--- src/rtl/inst_fetch_queue.sv ---
// Instruction fetch queue between IF and the IF/ID register.
// FWFT buffer of {instr, pc_plus4}; flush empties it in one cycle.
module inst_fetch_queue #(
  parameter int DATA_WIDTH = 32,
  parameter int ADDR_WIDTH = 10,
  parameter int DEPTH      = 4,
  parameter int CNT_WIDTH  = $clog2(DEPTH + 1)
) (
  input  logic                  clk,
  input  logic                  reset,
  input  logic                  flush,
  input  logic                  wr_valid,
  input  logic [DATA_WIDTH-1:0] wr_instr,
  input  logic [ADDR_WIDTH-1:0] wr_pc_plus4,
  output logic                  wr_ready,
  input  logic                  rd_ready,
  output logic                  rd_valid,
  output logic [DATA_WIDTH-1:0] rd_instr,
  output logic [ADDR_WIDTH-1:0] rd_pc_plus4,
  output logic [CNT_WIDTH-1:0]  count,
  output logic                  drop_err
);

  localparam int PTR_W = $clog2(DEPTH);

  logic [DATA_WIDTH-1:0] instr_mem_q [DEPTH];
  logic [ADDR_WIDTH-1:0] pc_mem_q    [DEPTH];

  logic [PTR_W-1:0]     wr_ptr_q, wr_ptr_d;
  logic [PTR_W-1:0]     rd_ptr_q, rd_ptr_d;
  logic [CNT_WIDTH-1:0] count_q, count_d;
  logic                 drop_err_q, drop_err_d;
  logic                 push, pop;

  // Status and head outputs; an empty queue presents a NOP bubble.
  always_comb begin
    wr_ready    = (count_q != CNT_WIDTH'(DEPTH));
    rd_valid    = (count_q != '0);
    rd_instr    = '0;
    rd_pc_plus4 = '0;
    if (rd_valid) begin
      rd_instr    = instr_mem_q[rd_ptr_q];
      rd_pc_plus4 = pc_mem_q[rd_ptr_q];
    end
    count    = count_q;
    drop_err = drop_err_q;
  end

  // Next-state: flush beats push/pop; full writes are dropped and flagged.
  always_comb begin
    push       = wr_valid & wr_ready & ~flush;
    pop        = rd_ready & rd_valid & ~flush;
    wr_ptr_d   = wr_ptr_q;
    rd_ptr_d   = rd_ptr_q;
    count_d    = count_q;
    drop_err_d = drop_err_q;
    if (wr_valid & ~wr_ready & ~flush) begin
      drop_err_d = 1'b1;
    end
    if (flush) begin
      count_d  = '0;
      rd_ptr_d = wr_ptr_q;
    end else begin
      if (push) begin
        wr_ptr_d = wr_ptr_q + PTR_W'(1);
      end
      if (pop) begin
        rd_ptr_d = rd_ptr_q + PTR_W'(1);
      end
      if (push & ~pop) begin
        count_d = count_q + CNT_WIDTH'(1);
      end else if (pop & ~push) begin
        count_d = count_q - CNT_WIDTH'(1);
      end
    end
  end

  // Control state register with synchronous reset.
  always_ff @(posedge clk) begin
    if (reset) begin
      wr_ptr_q   <= '0;
      rd_ptr_q   <= '0;
      count_q    <= '0;
      drop_err_q <= 1'b0;
    end else begin
      wr_ptr_q   <= wr_ptr_d;
      rd_ptr_q   <= rd_ptr_d;
      count_q    <= count_d;
      drop_err_q <= drop_err_d;
    end
  end

  // Storage write; contents need no reset since count gates reads.
  always_ff @(posedge clk) begin
    if (push & ~reset) begin
      instr_mem_q[wr_ptr_q] <= wr_instr;
      pc_mem_q[wr_ptr_q]    <= wr_pc_plus4;
    end
  end

endmodule

--- config.mk ---
export PLATFORM = sky130hd
export DESIGN_NAME = inst_fetch_queue
export DESIGN_NICKNAME = d
export VERILOG_FILES = /design/src/rtl/inst_fetch_queue.sv
export SDC_FILE = /design/constraint.sdc
export NUM_CORES = 1
export LEC_CHECK = 0
export BUFFER_PORTS_ARGS = -buffer_cell sky130_fd_sc_hd__buf_4
export CORE_ASPECT_RATIO = 1.25
export CORE_UTILIZATION = 50
export DETAILED_ROUTE_END_ITERATION = 10
export MAX_ROUTING_LAYER = met4
export PLACE_DENSITY = 0.72
export SLEW_MARGIN = 10
export SYNTH_ARGS = -nofsm -noshare
export SYNTH_HDL_FRONTEND = slang
export SYNTH_SLANG_ARGS = --single-unit
export TNS_END_PERCENT = 5
--- constraint.sdc ---
create_clock -name clk -period 2.94 [get_ports clk]
set_input_delay 0.441 -clock clk [delete_from_list [all_inputs] [get_ports clk]]
set_output_delay 0.441 -clock clk [all_outputs]
set_load 0.03 [all_outputs]
# After elaboration in Yosys (flattened, before gate mapping)
# Memory sizes are Yosys's and may differ from the RTL's. A register that Yosys moved wholly into a read port is not among the register bits.
# Index checks and enable logic that the tools add are counted.
# totals
reg_bits	8
latchBits	0
mem_bits_rw	168
rom_bits	0
input_bits	47
out_inout_bits	48
elab_cells	42
memories	2
# classes
add_sub_neg	4
mul	0
n_div	0
magnitude_cmp	0
eq_ne	1
shift	0
mux	12
bitwise	14
reduce_logical	5
# memory_table
memory	words	width	read_ports	rd_ports_with_merged_regs	write_ports	line_no	source
instr_mem_q	4	32	1	1	1	26	logic [DATA_WIDTH-1:0] instr_mem_q [DEPTH];
pc_mem_q	4	10	1	1	1	27	logic [ADDR_WIDTH-1:0] pc_mem_q [DEPTH];
# op_table
operator	n
two-way mux 32 bit	1
two-way mux 2 bit	6
two-way mux 10 bit	1
AND 1 bit	9
two-way mux 3 bit	2
inverter 1 bit	5
adder 2 x 1 -> 2 bit (second input constant)	2
nonzero test 2 bit	2
adder 3 x 1 -> 3 bit (second input constant)	1
inequality test 3 bit (second input constant)	1
nonzero test 3 bit	1
subtractor 3 x 1 -> 3 bit (second input constant)	1
two-way mux 1 bit	2
AND reduction 2 bit	1
OR reduction 2 bit	1

# Logic depth before layout (Yosys ltp)
# Gate-level depths: netlist (run 1).
# logic_depth
ltp_word	7
ltp_mapped	10
ltp_nobuf	8

# Worst setup path before layout (run 1)
# No wires, ideal clock.
# synth_path
kind	register -> register
from	reg count_q[1] (netlist: count[1])
to	reg count_q[2] (netlist: count[2])
setup_ns	0.086
arrival_time_ns	2.540
required_ns	2.854
slack_ns	0.314
stages_incl_launch_ff	11
n_path_buf	2
synth_period_minus_slack_ns	2.626
path_cell_list	dfxtp_1 -> or3_1 -> clkbuf_1 -> buf_2 -> nand3_1 -> ha_1 -> inv_1 -> fa_1 -> xor2_1 -> or3_1 -> a211oi_1
# synth_between
elab_chain_cells	6
word_cells_on_any_way	15
classes_between	2 x add/sub; 1 x eq/ne; 2 x mux; 8 x bitwise; 2 x reduce/logical
# synth_rtl
element	line_no	source
from (decl)	31	logic [CNT_WIDTH-1:0] count_q, count_d;
from (signal assigned)	88	count_q <= count_d;
nonzero test 3 bit *	38	rd_valid = (count_q != '0);
net rd_valid	17	output logic rd_valid,
AND 1 bit * (2 in a row)	52	pop = rd_ready & rd_valid & ~flush;
inverter 1 bit	70	if (push & ~pop) begin
AND 1 bit	70	
two-way mux 3 bit / nonzero test 2 bit (equally long branches)	n/a	
# Mark *: on every way through the listed nets, which the timed path passes. The rest lies on a longest branch. The select of a mux whose other input is x is not followed.
# A chain may end at the register's enable or synchronous reset.

==> results of run 1 <==
## flip-flops by register name (all words and copies together), names as in the netlist, named ones only
signal and cells:
count 3, instr_mem_q 128, pc_mem_q 40, drop_err 1, rd_ptr_q 2, wr_ptr_q 2
## metrics by stage
| stage | worst slack [ps] | total power [mW] | instances | instance area [sq um] | utilization |
|---|---|---|---|---|---|
| 4_1_cts | 293 | 5.63 | 614 | 8460 | 0.634 |
| 2_1_floorplan | 314 | 3.19 | 323 | 6890 | - |
| 3_3_place_gp | 698 | 3.39 | 582 | 7860 | 0.589 |
| 6_report | 361 | 5.58 | 614 | 8460 | 0.634 |
| 5_1_grt | 247 | 5.74 | 614 | 8460 | 0.634 |
| 3_5_place_dp | 612 | 3.40 | 582 | 7860 | 0.589 |
## routing by layer
metal  track usage  vias up  share of wire
li1              -     1512              -
met1         0.216     1785           0.40
met2         0.301       85           0.54
met3        0.0460       13          0.042
met4        0.0708        0          0.017
met5             -        -              0
## placed cells by master, fill, tap and decap left out, types with 2 or more instances in the layout
cell	netlist	layout
or3_1	3	3
inv_6	0	7
a21oi_1	4	4
and2_1	46	42
clkbuf_16	0	17
a21o_1	2	2
nor2_1	2	2
inv_8	0	2
ha_1	5	5
buf_12	0	6
mux4_2	41	41
bufinv_16	0	2
inv_1	5	5
o21ai_0	3	3
dfxtp_1	10	8
and2_2	0	4
buf_4	0	98
edfxtp_1	168	168
xor2_1	4	4
clkinvlp_4	0	3
nor3_1	3	3
## cells by family after synthesis
kind of cell,share of synthesized area
flip-flops,0.761
AND/OR/NAND/NOR,0.0525
multiplexers,0.139
buffers and inverters,0.0183
AO/OA/AOI/OAI,0.0116
adder cells (fa/ha/maj),0.0120
XOR/XNOR,0.00508
## path summary, 6_finish.rpt
kind / from / endpoint / slack [ps] / cells after the start
max: flip-flop / rd_instr[31] / 360 / 4
min: wr_instr[27] / instr_mem_q[3][27] / 220 / 1
max reg2reg: count[1] / count[2] / 610 / 8
min reg2reg: drop_err / drop_err / 490 / 2
## cell type report
class | count | area (sq um) | area share
Clock inverter | 15 | 171 | 0.0203
Inverter | 5 | 18.8 | 0.00222
Clock buffer | 17 | 425 | 0.0503
Sequential cell | 178 | 5250 | 0.621
Timing Repair Buffer | 104 | 856 | 0.101
Tap cell | 171 | 214 | 0.0253
Multi-Input combinational cell | 124 | 1520 | 0.180
## power breakdown
group	switching (mW)	internal, mW
logic	0.268	0.231
clock network	0.967	1.28
registers	0.0279	2.81
## worst max-delay path: cells and delay by family, from the launching register on
family                 cells  cell delay, ps
buffers and inverters      2             430
DFF                        1             560
muxes                      1             550
and+or+nand+nor            1             170
==> results by group, run 1 <==
Global routing
  – Initial antenna violation count: 0
  – Largest net degree at the start of global routing: 44
  – Overflow after GRT: 0
  – First-pass GRT wire length: ~18,000 microns
  – Number of global-route vias before repair: roughly 3,500
  – GRT Util Overall: 0.183

Floorplanning
  – Die height: 133 microns
  – Starting Density: 0.516
  – I/O pin count: 95
  – Number of cell rows: 47
  – Area of the core: 13,300 sq um
  – Chip Width: 107 microns
  – DIE AREA: 14,300 sq um

Logic synthesis
  – Async S/R FF share, synth: 0
  – Area leader, netlist: edfxtp_1
  – Top cell type's share of synthesized area: 0.732
  – Main synth FF type: edfxtp_1
  – Top cells by area, synth: edfxtp_1 73%, mux4_2 13%, and2_1 4.2%, dfxtp_1 2.9%, ha_1 0.91%
  – Synth warnings: 0
  – Post-synth EDFFs: 168
  – Post-synthesis sequential area ratio: 0.761
  – Post-synthesis cell type count: 28
  – Seq cells post-synth: 178
  – Top cells by count, synth: 168 x edfxtp_1, 46 x and2_1, 41 x mux4_2
  – Synth Area per Inst: 21.3 sq um
  – Cell Area, Synth: 6890 sq um
  – Post-Synthesis Cells: 323
  – Top-count cell post-synth: edfxtp_1
  – Post-synthesis net count: 376

Drt
  – Drt via density: 5.53
  – DRT Wirelength: between 10,000 and 15,000 microns
  – Routed wire length per instance: 19.1 microns
  – Antenna viol nets, final: 0
  – Residual DRC: 0
  – Via count: 3,395
  – Iteration-0 DRC count of the detailed router: 117
  – DR pass1 iterations: 4

Worst setup path
  – Critical path's slowest cell: dfxtp_4
  – Worst EP arrival: approximately 2100 ps
  – CP endpoint kind: output port
  – CP Launch Type: flip-flop
  – Crit path max fanout: 16
  – Slowest stage delay, CP: 560 ps
  – CP Data Required Time: roughly 2500 ps
  – CP most frequent cell: buf_4
  – CP Cell Sequence: buf_4 > mux4_1 > and2_1 > buf_4
  – Crit path kind: flip-flop to output port

Hold path
  – Worst Hold Class: input pin to flip-flop

Timing
  – # setup viols final: 0
  – Tmin final: 2580 ps
  – Worst hold margin: 218 ps
  – Slew HR: 0.657
  – Final period util: 0.877
  – Worst Tran Pin Value: around 510 ps
  – Skew final: between 5 and 6 ps
  – Slew Viols, Final: 0
  – Unrepaired setup endpoints after global routing: no
  – Sum Neg Setup Slack: 0 ps
  – Max Fclk: 0.388 GHz
  – Fin. Hold Viols: 0

Power and ir drop
  – PwrDens: 660 nW/um^2
  – Worst vdd ir: 0.386 mV
  – Leakage: 2.93 nW

Clock network
  – TritonCTS Sinks: 178
  – Maximum root-to-sink buffer count: 2
  – Setup Buffers After CTS: 0
  – Root Driver: clkbuf_16
  – Latest clock arrival within the worst-skew pair: approximately 420 ps
  – Post-CTS Hold Buffers: 0
  – CTS Buf Count: 17
  – Clock transition at path regs: approximately 70 ps
  – CTS tree: built
  – Post-cts sizing count: 0
  – H-tree depth: 4

Placement
  – Hpwl dp: 7240 microns
  – IO Port Bufs: 94
  – Gpl congestion: 0.707

Final layout
  – Nets: 483
  – Area Overhead vs Synth: 22.8%
  – Share of cells above drive strength 1: 0.415
  – Fill count: 908
  – Ant. Diodes: 0

Job
  – Maxcap violations: 0

Run status
  – Status: finished, final reports clean
No activity file was read; power rests on OpenSTA's default activity.
==> run 2: changes to the inputs <==
--- a/config.mk
+++ b/config.mk
@@ -5,12 +5,12 @@
 export SDC_FILE = /design/constraint.sdc
 export NUM_CORES = 1
 export LEC_CHECK = 0
-export BUFFER_PORTS_ARGS = -buffer_cell sky130_fd_sc_hd__buf_4
 export CORE_ASPECT_RATIO = 1.25
 export CORE_UTILIZATION = 50
 export DETAILED_ROUTE_END_ITERATION = 10
+export DONT_BUFFER_PORTS = 1
 export MAX_ROUTING_LAYER = met4
-export PLACE_DENSITY = 0.72
+export PLACE_DENSITY = 0.66
 export SLEW_MARGIN = 10
 export SYNTH_ARGS = -nofsm -noshare
 export SYNTH_HDL_FRONTEND = slang
==> run 2 against run 1 <==
Hold slack worse by 130 ps. Clock power up 4%. Sequential power about the same. Maximum frequency down 1.7%. Critical path depth down 1. First-iteration DRC count up 27%.
==> results by group, run 2 (synthesis results as in run 1) <==
Placement
  – Placed cell areas: 7190 sq um
  – Placed cells: around 490
  – Pre-CTS setup slack: slightly above 500 ps
  – IO Port Bufs: 0
  – Hpwl dp: 7540 microns
  – Gpl congestion: 0.752

Clock network
  – TritonCTS Sinks: 178
  – Maximum root-to-sink buffer count: 2
  – CTS tree: built
  – Post-cts sizing count: 0
  – H-tree depth: 4
  – Latest clock arrival within the worst-skew pair: 420 ps
  – Setup Buffers After CTS: 0
  – Root Driver: clkbuf_16
  – Clock transition at path regs: 70 ps
  – CTS Buf Count: 17
  – Post-CTS Hold Buffers: 0

Timing
  – Unrepaired setup endpoints after global routing: no
  – Sum Neg Setup Slack: 0 ps
  – # setup viols final: 0
  – Final period util: 0.892
  – Slew Viols, Final: 0
  – Worst setup margin: 318 ps
  – Worst Tran Pin Value: 501 ps
  – Fin. Hold Viols: 0
  – Skew final: 6.30 ps
  – Max Fclk: 0.381 GHz
  – Tmin final: 2620 ps
  – Slew HR: 0.662

Power and ir drop
  – Overall power: around 5.5 mW
  – PwrDens: 708 nW/um^2
  – Leakage: ~2.5 nW
  – Worst vdd ir: 0.372 mV

Worst setup path
  – Worst EP arrival: 2180 ps
  – Crit path max fanout: 20
  – CP Data Required Time: about 2500 ps
  – Critical path's slowest cell: dfxtp_4
  – CP Launch Type: flip-flop
  – CP endpoint kind: output port
  – Crit path max-delay family: flip-flops
  – CP Cell Sequence: buf_4 > mux4_2 > and2_1
  – Crit path kind: flip-flop to output port
  – WP buf/inv: 1
  – Slowest stage delay, CP: roughly 630 ps

Global routing
  – Number of global-route vias before repair: 3,361
  – First-pass GRT wire length: ~19,000 microns
  – GRT Util Overall: 0.188
  – Overflow after GRT: 0
  – Largest net degree at the start of global routing: 44
  – Initial antenna violation count: 0

Hold path
  – Worst Hold Class: input pin to flip-flop

Floorplanning
  – Chip Width: 107 microns
  – Die height: 133 microns
  – DIE AREA: 14,300 sq um
  – Starting Density: 0.516
  – Area of the core: 13,300 sq um
  – I/O pin count: 95
  – Number of cell rows: 47

Final layout
  – Fill count: 939
  – Area Overhead vs Synth: 13.3%
  – Max reg flops: 128
  – Share of cells above drive strength 1: 0.273
  – Ant. Diodes: 0
  – Commonest non-fill, non-tap cell in the layout: edfxtp_1
  – Most frequent cells in the layout: 168 x edfxtp_1, 42 x and2_1, 41 x mux4_2, 17 x clkbuf_16, 11 x buf_4
  – Nets: between 300 and 400
  – Final instance area: 7810 sq um
  – Fin cells: 526
  – Largest reg by FF count: instr_mem_q

Drt
  – DRT Wirelength: 11,900 microns
  – Residual DRC: 0
  – Iteration-0 DRC count of the detailed router: 149
  – Routed wire length per instance: 22.6 microns
  – Antenna viol nets, final: 0
  – Via count: a little over 3,000
  – Drt via density: 5.82
  – DR pass1 iterations: 5

Job
  – Maxcap violations: 0

Run status
  – Status: finished, final reports clean
## run 2: per-layer routing
metal / wire (microns) / track usage
met1: 4610 / 0.222
met2: 6430 / 0.305
met3: 724 / 0.0670
met4: 138 / 0.0571
met5: 0 / -
## run 2: area by class of cell
type | count | area [sq um] | area share
well taps | 171 | 214 | 0.0274
clock buffers | 17 | 425 | 0.0545
clock inverters | 15 | 193 | 0.0247
inverters | 5 | 18.8 | 0.00240
flip-flops and latches | 178 | 5250 | 0.672
multi-input cells | 124 | 1530 | 0.195
repair buffers | 16 | 183 | 0.0234
## run 2: metrics by stage
step,util,hold slack (ps)
4_1_cts,0.585,65.8
5_1_grt,0.585,68.1
3_5_place_dp,0.539,513
2_1_floorplan,-,487
3_3_place_gp,0.539,492
6_report,0.585,83.4
## run 2: worst paths after layout
| check | startpoint | to | slack, ps | cells past startpoint |
|---|---|---|---|---|
| worst max-delay path | flip-flop | rd_instr[17] | 320 | 3 |
| worst min-delay path | reset | wr_ptr_q[1] | 80 | 1 |
| worst max register to register | count[2] | count[2] | 500 | 8 |
| worst min register to register | wr_ptr_q[1] | wr_ptr_q[1] | 520 | 2 |
## run 2: power by group
group	leakage, nW	switching (mW)	internal, mW
registers	1.60	0.0269	2.81
logic	0.600	0.226	0.131
clock network	0.308	0.965	1.37
==> run 3: changes to the inputs <==
--- a/config.mk
+++ b/config.mk
@@ -5,7 +5,7 @@
 export SDC_FILE = /design/constraint.sdc
 export NUM_CORES = 1
 export LEC_CHECK = 0
-export CORE_ASPECT_RATIO = 1.25
+export CORE_ASPECT_RATIO = 1.2
 export CORE_UTILIZATION = 50
 export DETAILED_ROUTE_END_ITERATION = 10
 export DONT_BUFFER_PORTS = 1
==> run 3 against run 2 <==
Combinational power decreased by 3%. Clock skew up 1.4 ps. Utilization shrank 0.93 points. Wire length fell by 5.2%. Clock-buffer cell count unchanged. Sequential share of layout area rose by 1.1 points. First-iteration DRC count rose by 5.4%.
==> results by group, run 3 (synthesis results as in run 1) <==
Floorplanning
  – Die height: 131 microns
  – I/O pin count: 95
  – Starting Density: 0.516
  – Number of cell rows: 46
  – DIE AREA: around 14,000 sq um
  – Area of the core: 13,400 sq um
  – Chip Width: 109 microns

Placement
  – Placed cells: around 500
  – Hpwl dp: between 6000 and 7000 microns
  – IO Port Bufs: 0
  – Gpl congestion: 0.713

Drt
  – Routed wire length per instance: about 22 microns
  – Antenna viol nets, final: 0
  – Residual DRC: 0
  – Drt via density: approximately 5.7
  – Via count: 2,970
  – Iteration-0 DRC count of the detailed router: 157
  – DRT Wirelength: 11,300 microns
  – DR pass1 iterations: 4

Clock network
  – Clock transition at path regs: 70 ps
  – Maximum root-to-sink buffer count: 2
  – Root Driver: clkbuf_16
  – H-tree depth: 4
  – CTS tree: built
  – TritonCTS Sinks: around 180
  – Setup Buffers After CTS: 0
  – Post-cts sizing count: 0
  – Post-CTS Hold Buffers: 0
  – CTS Buf Count: 17
  – Latest clock arrival within the worst-skew pair: just over 400 ps

Timing
  – Slew Viols, Final: 0
  – Tmin final: 2610 ps
  – Fin. Hold Viols: 0
  – Worst Tran Pin Value: about 530 ps
  – # setup viols final: 0
  – Sum Neg Setup Slack: 0 ps
  – Max Fclk: 0.383 GHz
  – Slew HR: 0.649
  – Worst hold margin: approximately 87 ps
  – Skew final: 7.73 ps
  – Final period util: 0.888
  – Unrepaired setup endpoints after global routing: no

Global routing
  – GRT Util Overall: 0.175
  – Initial antenna violation count: 0
  – Number of global-route vias before repair: 3,062
  – Overflow after GRT: 0
  – First-pass GRT wire length: 16,700 microns
  – Largest net degree at the start of global routing: 44

Final layout
  – Commonest non-fill, non-tap cell in the layout: edfxtp_1
  – Nets: 392
  – Fin cells: 520
  – Largest reg by FF count: instr_mem_q
  – Ant. Diodes: 0
  – Most frequent cells in the layout: 168 x edfxtp_1, 42 x and2_1, 41 x mux4_2, 17 x clkbuf_16, 10 x buf_4
  – Max reg flops: 128
  – Area Overhead vs Synth: 11.5%
  – Final Core Density: 0.576
  – Share of cells above drive strength 1: 0.261

Worst setup path
  – Crit path max-delay family: flip-flops
  – RR Startpoint: count[2]
  – Reg-to-Reg End: count[2]
  – Slowest stage delay, CP: approximately 630 ps
  – Levels on crit path: 3
  – CP endpoint kind: output port
  – Last element of the critical path: rd_instr[26]
  – Worst r2r path cells: 8
  – Flop-to-flop setup slack: 460 ps
  – CP Launch Type: flip-flop
  – Worst EP arrival: ~2200 ps
  – CP Data Required Time: 2500 ps
  – Critical path's slowest cell: dfxtp_4
  – Crit path kind: flip-flop to output port
  – CP Cell Sequence: buf_4 > mux4_2 > and2_1
  – Crit path max fanout: 22
  – WP buf/inv: 1

Power and ir drop
  – Leakage: 2.45 nW
  – PwrDens: 684 nW/um^2
  – Worst vdd ir: 0.378 mV

Hold path
  – Hold_sp: reset
  – Worst Hold Class: input pin to flip-flop

Job
  – Maxcap violations: 0

Run status
  – Status: finished, final reports clean
[run 3: power breakdown]
| group | internal (mW) | leakage (nW) | switching (mW) |
|---|---|---|---|
| sequential | 2.81 | 1.60 | 0.0314 |
| combinational | 0.129 | 0.578 | 0.220 |
| clock | 1.11 | 0.269 | 0.962 |
| total | 4.04 | 2.45 | 1.21 |
[run 3: worst register-to-register path, stage by stage (launching register included)]
cell and delay (ps):
dfxtp_1 450, or3_2 480, nand3_1 100, ha_1 180, inv_1 60, fa_1 370
xor2_1 160, or3_1 320, a211oi_1 280
[run 3: how the worst min path moves through the flow]
stage | end | slack [ps] | cells past startpoint
after global placement | wr_ptr_q[1] | 500 | 2
after CTS | wr_ptr_q[0] | 70 | 1
after global routing | count[1] | 70 | 1
final | wr_ptr_q[1] | 90 | 1
after detailed placement | wr_ptr_q[1] | 520 | 2
after floorplan | wr_ptr_q[1] | 490 | 2
[run 3: final cells by class]
| cell class | count | area (sq um) |
|---|---|---|
| repair buffers | 13 | 135 |
| multi-input cells | 124 | 1530 |
| flip-flops and latches | 178 | 5250 |
| fillers | 1011 | 5670 |
| inverters | 5 | 18.8 |
| clock inverters | 15 | 121 |
| well taps | 168 | 210 |
| clock buffers | 17 | 425 |
[run 3: through the flow]
| stage | setup slack, ps | total power [mW] | cell area [sq um] |
|---|---|---|---|
| after detailed placement | 459 | 3.25 | 7140 |
| final | 329 | 5.26 | 7690 |
| after CTS | 217 | 5.30 | 7690 |
| after floorplan | 314 | 3.19 | 6890 |
| after global placement | 602 | 3.25 | 7140 |
| after global routing | 172 | 5.43 | 7690 |
[run 3: layer usage]
| layer | vias to the layer above | share of wire | track usage |
|---|---|---|---|
| li1 | 1330 | - | - |
| met1 | 1569 | 0.41 | 0.202 |
| met2 | 62 | 0.52 | 0.280 |
| met3 | 9 | 0.061 | 0.0625 |
| met4 | 0 | 0.0098 | 0.0644 |
| met5 | - | 0 | - |
